==> config.mk <==
export PLATFORM = sky130hd
export DESIGN_NAME = hazard_stall_unit
export DESIGN_NICKNAME = d
export VERILOG_FILES = /design/src/rtl/hazard_stall_unit.sv
export SDC_FILE = /design/constraint.sdc
export NUM_CORES = 1
export LEC_CHECK = 0
export ABC_CLOCK_PERIOD_IN_PS = 4800
export BUFFER_PORTS_ARGS = -buffer_cell sky130_fd_sc_hd__buf_4
export CAP_MARGIN = 10
export CORE_UTILIZATION = 45
export DETAILED_ROUTE_END_ITERATION = 6
export PLACE_DENSITY_LB_ADDON = 0.08
export SYNTH_ARGS = -nofsm -noshare
export SYNTH_HDL_FRONTEND = slang
export SYNTH_SLANG_ARGS = --single-unit
==> constraint.sdc <==
create_clock -name clk -period 4.8 [get_ports clk]
set_input_delay 0.96 -clock clk [delete_from_list [all_inputs] [get_ports clk]]
set_output_delay 0.96 -clock clk [all_outputs]
set_load 0.1 [all_outputs]
==> src/rtl/hazard_stall_unit.sv <==
// Detects RAW hazards that forwarding cannot resolve and stalls PC/IF-ID while bubbling ID/EX.
// Keeps a shadow of EX/MEM/WB destinations and a saturating count of stall cycles.
module hazard_stall_unit #(
  parameter int STALL_CNT_W = 16,
  parameter int REG_AW      = 5
) (
  input  logic                   clk,
  input  logic                   rst_n,
  input  logic                   id_valid,
  input  logic [REG_AW-1:0]      id_rs,
  input  logic [REG_AW-1:0]      id_rt,
  input  logic                   id_usesRs,
  input  logic                   id_usesRt,
  input  logic                   id_isBranch,
  input  logic [REG_AW-1:0]      id_dest,
  input  logic                   id_regWrite,
  input  logic                   id_memRead,
  input  logic                   id_flush,
  output logic                   pcWrite,
  output logic                   ifIdWrite,
  output logic                   idExBubble,
  output logic                   stall,
  output logic [STALL_CNT_W-1:0] stallCount,
  output logic [REG_AW-1:0]      ex_dest,
  output logic [REG_AW-1:0]      mem_dest,
  output logic [REG_AW-1:0]      wb_dest
);

  typedef struct packed {
    logic              valid;
    logic [REG_AW-1:0] dest;
    logic              reg_write;
    logic              mem_read;
  } shadow_t;

  shadow_t                r_ex;
  shadow_t                r_mem;
  shadow_t                r_wb;
  shadow_t                w_ex_next;
  logic [STALL_CNT_W-1:0] r_stall_cnt;

  logic w_ex_rs, w_ex_rt, w_mem_rs, w_mem_rt;
  logic w_ex_hit, w_mem_hit;
  logic w_load_use, w_br_alu, w_br_load, w_hazard;

  function automatic logic f_match(input shadow_t s, input logic [REG_AW-1:0] r,
                                   input logic uses);
    return s.valid & s.reg_write & (s.dest == r) & (r != '0) & uses;
  endfunction

  assign w_ex_rs   = f_match(r_ex,  id_rs, id_usesRs);
  assign w_ex_rt   = f_match(r_ex,  id_rt, id_usesRt);
  assign w_mem_rs  = f_match(r_mem, id_rs, id_usesRs);
  assign w_mem_rt  = f_match(r_mem, id_rt, id_usesRt);
  assign w_ex_hit  = w_ex_rs | w_ex_rt;
  assign w_mem_hit = w_mem_rs | w_mem_rt;

  // A load in EX also covers the branch-after-load case, giving two stall cycles in total.
  assign w_load_use = w_ex_hit & r_ex.mem_read;
  assign w_br_alu   = id_isBranch & w_ex_hit & ~r_ex.mem_read;
  assign w_br_load  = id_isBranch & w_mem_hit & r_mem.mem_read;
  assign w_hazard   = id_valid & ~id_flush & (w_load_use | w_br_alu | w_br_load);

  assign stall      = w_hazard;
  assign pcWrite    = ~w_hazard;
  assign ifIdWrite  = ~w_hazard;
  assign idExBubble = w_hazard | id_flush | ~id_valid;

  assign stallCount = r_stall_cnt;
  assign ex_dest    = r_ex.dest;
  assign mem_dest   = r_mem.dest;
  assign wb_dest    = r_wb.dest;

  // Bubbles are stored as all-zero entries so the debug dest outputs read 0 for them.
  always_comb begin
    w_ex_next = '0;
    if (!idExBubble) begin
      w_ex_next.valid     = 1'b1;
      w_ex_next.dest      = id_dest;
      w_ex_next.reg_write = id_regWrite;
      w_ex_next.mem_read  = id_memRead;
    end
  end

  always_ff @(posedge clk or negedge rst_n) begin
    if (!rst_n) begin
      r_ex        <= '0;
      r_mem       <= '0;
      r_wb        <= '0;
      r_stall_cnt <= '0;
    end else begin
      r_wb  <= r_mem;
      r_mem <= r_ex;
      r_ex  <= w_ex_next;
      if (w_hazard && (r_stall_cnt != '1))
        r_stall_cnt <= r_stall_cnt + STALL_CNT_W'(1);
    end
  end

endmodule

Word level (Yosys, flattened, before mapping) --
Cells that the tools add are included.
Word-level totals: output and inout bits 35, word-level logic and storage cells 51, bits in registers 37
Operators by class: equal/unequal tests 5, bitwise operators 31, reductions and logical operators 3, add/sub/neg operators 1, mux-type cells 1
Operators with widths (count):
- $and A1 B1 Y1 | 21
- $eq A5 B5 Y1 | 4
- $add A16 B1 Y16 const B | 1
- $ne A16 B16 Y1 const B | 1
- $reduce_bool A5 Y1 | 2
- $mux W8 | 1
- $or A1 B1 Y1 | 6
- $not A1 Y1 | 4
- $logic_and A1 B1 Y1 | 1

Logic depth before layout (Yosys ltp) --
word-level depth 13, gate-level depth with buffers 9

Least setup slack after synthesis --
OpenSTA, ideal clock, no wires.
path type input-to-output, start in id_rt[1], end out stall, arrival 3.391 ns, cell stages on the path 7, path buffers 0, slack 0.449 ns, required time 3.840 ns, cell sequence or4_1 o21ai_2 nor4_1 nor2_2 o22ai_1 nand2b_1 inv_1
Between the ends: cells in the longest elaborated chain, start to end 10
RTL lines:
- start, declared | line 11 | input logic [REG_AW-1:0] id_rt,
- $eq A5 B5 Y1 | line 48 | return s.valid & s.reg_write & (s.dest == r) & (r != '0) & uses;
- $and A1 B1 Y1 (3 in series) | line 48
- $or A1 B1 Y1 | line 55 | assign w_ex_hit = w_ex_rs | w_ex_rt;
- $and A1 B1 Y1 (2 in series) | line 60 | assign w_br_alu = id_isBranch & w_ex_hit & ~r_ex.mem_read;
- $or A1 B1 Y1 | line 62 | assign w_hazard = id_valid & ~id_flush & (w_load_use | w_br_alu | w_br_load);
- $or A1 B1 Y1 (*) | line 62
- $and A1 B1 Y1 (*) | line 62
- end, declared | line 22 | output logic stall,
Mark *: on every way between the ends. The rest lies on a longest branch, timed or not.

Worst setup path after layout --
start in id_rt[1], end out idExBubble
Between the ends: cells in the longest elaborated chain, start to end 12
RTL lines:
- $eq A5 B5 Y1 | line 48
- $and A1 B1 Y1 (3 in series) | line 48
- $or A1 B1 Y1 | line 55
- $and A1 B1 Y1 (2 in series) | line 60
- $or A1 B1 Y1 | line 62
- $or A1 B1 Y1 (*) | line 62
- $and A1 B1 Y1 (*) | line 62
- $or A1 B1 Y1 (*) (2 in series) | line 67 | assign idExBubble = w_hazard | id_flush | ~id_valid;
- end, declared | line 21 | output logic idExBubble,
Marked as above.

==> impl_results.md <==
* Die H at between 60 and 70 µm
* Most frequent cells in the layout: 58 x buf_4, 37 x dfrtp_1, 26 x xnor2_1
* Post-CTS Setup Inserts at 0
* Clk sinks at 37
* Period minus WS final at 3830 ps
* Antenna diodes at 0
* Overall Power at between 0.6 and 0.7 mW
* Largest net degree at the start of global routing at 38
* Arr. time, crit path at between 2000 and 3000 ps
* Synth Warn # at 0
* Mapped Avg Cell Area at around 11 µm²
* Flops & latches, synth at 37
* CP peak stage delay at approximately 540 ps
* Slowest CP cell: or4_1
* Placed insts at 251
* Num ports at 59
* CTS max path bufs at 2
* Worst Max-Slew Pin Slew at approximately 620 ps
* Pre-Repair DR Iteration Count at 4
* Clk slew on worst S/H paths at approximately 70 ps
* Syn nets at approximately 180
* Most common cell after layout, fill and taps aside: buf_4
* Crit path kind: in2out
* Hold_buf cts at 0
* Chip Width at approximately 65 µm
* Leakage power total at around 1.1 nW
* CTS tree: done
* Biggest area consumer among synthesized cells: dfrtp_1
* Initial antenna violation count at 0
* Detailed-route wire length at 3350 µm
* Cts repair resizes at 0
* DR vias at between 1,000 and 1,500
* Num rows at 22
* CP Capture Type: output port
* Final hold vios at 0
* Status: finished, final reports clean
* DRC viols at 0
* Hold Path Class: reg2reg
* Routed vias/inst at between 4 and 5
* Placer congestion estimate at 0.791
* Setup TNS at 0 ps
* Share of cells above drive strength 1 at 0.367
* PortBufs at between 50 and 60
* Multi-input logic area at around 710 µm²
* H-tree levels at 2
* EDFF count, synth at 0
* Max Slew Vio Count at 0
* Post-DP HPWL at about 2600 µm
* First-pass GRT wire length at about 5600 µm
* Total grt overflow at 0
* CTS Buf Count at 5
* Storage element area at 926 µm²
* Clock skew at just over 2 ps
* RSZ-0062 raised after global routing: false
* Fmax at about 260 MHz
* Worst Setup Start Kind: input pin
* Nets@finish at around 240
* Initial core utilization at 0.477
* Total Die Area at 4200 µm²
* WL per Instance at around 13 µm
* Ys async rst share at 1.00
* Crit path cell chain: buf_4, or4_1, o21ai_2, nor4_1, nor2_2, o22ai_1, or2_1, buf_4
* Synth unique cells at 28
* Required @ worst endpoint at about 3800 ps
* Largest cells by area after synthesis: dfrtp_1 52%, xnor2_1 13%, buf_4 4.7%
* Clk root buf: clkbuf_8
* Core area at roughly 3700 µm²
* Total track usage at 0.179
* Number of global-route vias before repair at approximately 1,200
* PwrDens at about 280 nW/µm²
* Most frequent cell on the critical path: buf_4
* ANT nets after route at 0
* Peak supply drop at approximately 200 µV
* Register area share after synthesis at 0.522
* Finish-stage setup viols at 0
* Part of the cycle the worst path needs at 0.798
* Synthesis-to-finish area growth at 26.9%
* Clock latency on the worst-skew pair at 280 ps
* Final std cells w/o fill at between 200 and 300
* 1st-iter DRT viols at 63
* # fillers at ~330
* Most used DFF post-synth: dfrtp_1
* Synth Instances at between 150 and 200
* Max Cap Viol at 0
* Top-area cell type share of the netlist area at 0.522
* Mapped cell area at around 1800 µm²
* Worst slew margin at 0.586
* Max FO, Critical Path at 9
==> cell type report <==
| class | count | area share |
|---|---|---|
| Sequential cell | 37 | 0.411 |
| Multi-Input combinational cell | 99 | 0.315 |
| Tap cell | 48 | 0.0267 |
| Clock buffer | 7 | 0.0384 |
| Timing Repair Buffer | 58 | 0.193 |
| Inverter | 9 | 0.0150 |
==> metal layers <==
metal	vias to the layer above	routed length, µm	GRT usage	share of wire
met4	0	47	0.0667	0.014
met3	6	213	0.0475	0.064
li1	616	-	-	-
met5	-	0	0	0
met1	606	1550	0.238	0.46
met2	45	1540	0.277	0.46
==> synthesized netlist by cell type, types with 2 or more instances <==
master     n
and4_1     2
nor2_2     8
inv_1      8
and3_1     7
nand3_1    9
nand2_1    8
xor2_1     9
buf_6      2
o21ai_2    2
or3_1      2
nor2_1     3
xnor2_1   26
nor4_1     4
buf_4     11
nand2b_1   2
nand4_1    6
or4_1      2
dfrtp_1   37
==> power breakdown <==
| part | internal (mW) | switching (mW) |
|---|---|---|
| clock network | 0.114 | 0.0978 |
| logic | 0.0308 | 0.0658 |
| registers | 0.319 | 0.00626 |
| total | 0.463 | 0.170 |
==> metrics by stage <==
| step | worst slack (ps) | util | hold WS (ps) | instance area, µm² |
|---|---|---|---|---|
| floorplan | 449 | - | 354 | 1770 |
| global placement | 1020 | 0.582 | 358 | 2160 |
| detailed placement | 964 | 0.582 | 361 | 2160 |
| CTS | 957 | 0.606 | 377 | 2250 |
| global route | 857 | 0.606 | 396 | 2250 |
| finish | 968 | 0.606 | 378 | 2250 |
==> worst paths after layout <==
check / cells past startpoint / from / slack [ps] / endpoint
hold reg to reg: 0 / r_ex[1] / 380 / r_mem[1]
hold / removal: 0 / r_ex[1] / 380 / r_mem[1]
setup / recovery: 8 / id_rt[1] / 970 / idExBubble
min in group asynchronous: 1 / rst_n / 620 / stallCount[2]
max in group asynchronous: 1 / rst_n / 3860 / r_mem[1]
setup reg to reg: 8 / stallCount[0] / 2340 / stallCount[15]
==> state kept, by name, indices dropped and copies added (netlist names) <==
register	count
ex_dest	5
r_mem	3
r_ex	3
stallCount	16
mem_dest	5
wb_dest	5
==> worst max-delay path, delay by kind of cell <==
kind / cells / cell delay [ps]
AND/OR/NAND/NOR: 4 / 1190
buffers and inverters: 2 / 440
AO/OA/AOI/OAI: 2 / 280
==> cells by family after synthesis <==
kind of cell / count (synthesis) / share of synthesized area
simple gates: 57 / 0.189
flops: 37 / 0.522
xor+xnor: 35 / 0.173
buf+inv: 22 / 0.0783
compound gates: 5 / 0.0247
mux: 1 / 0.00635
fa+ha+maj: 1 / 0.00705
Power figures use the tool's default switching activity.
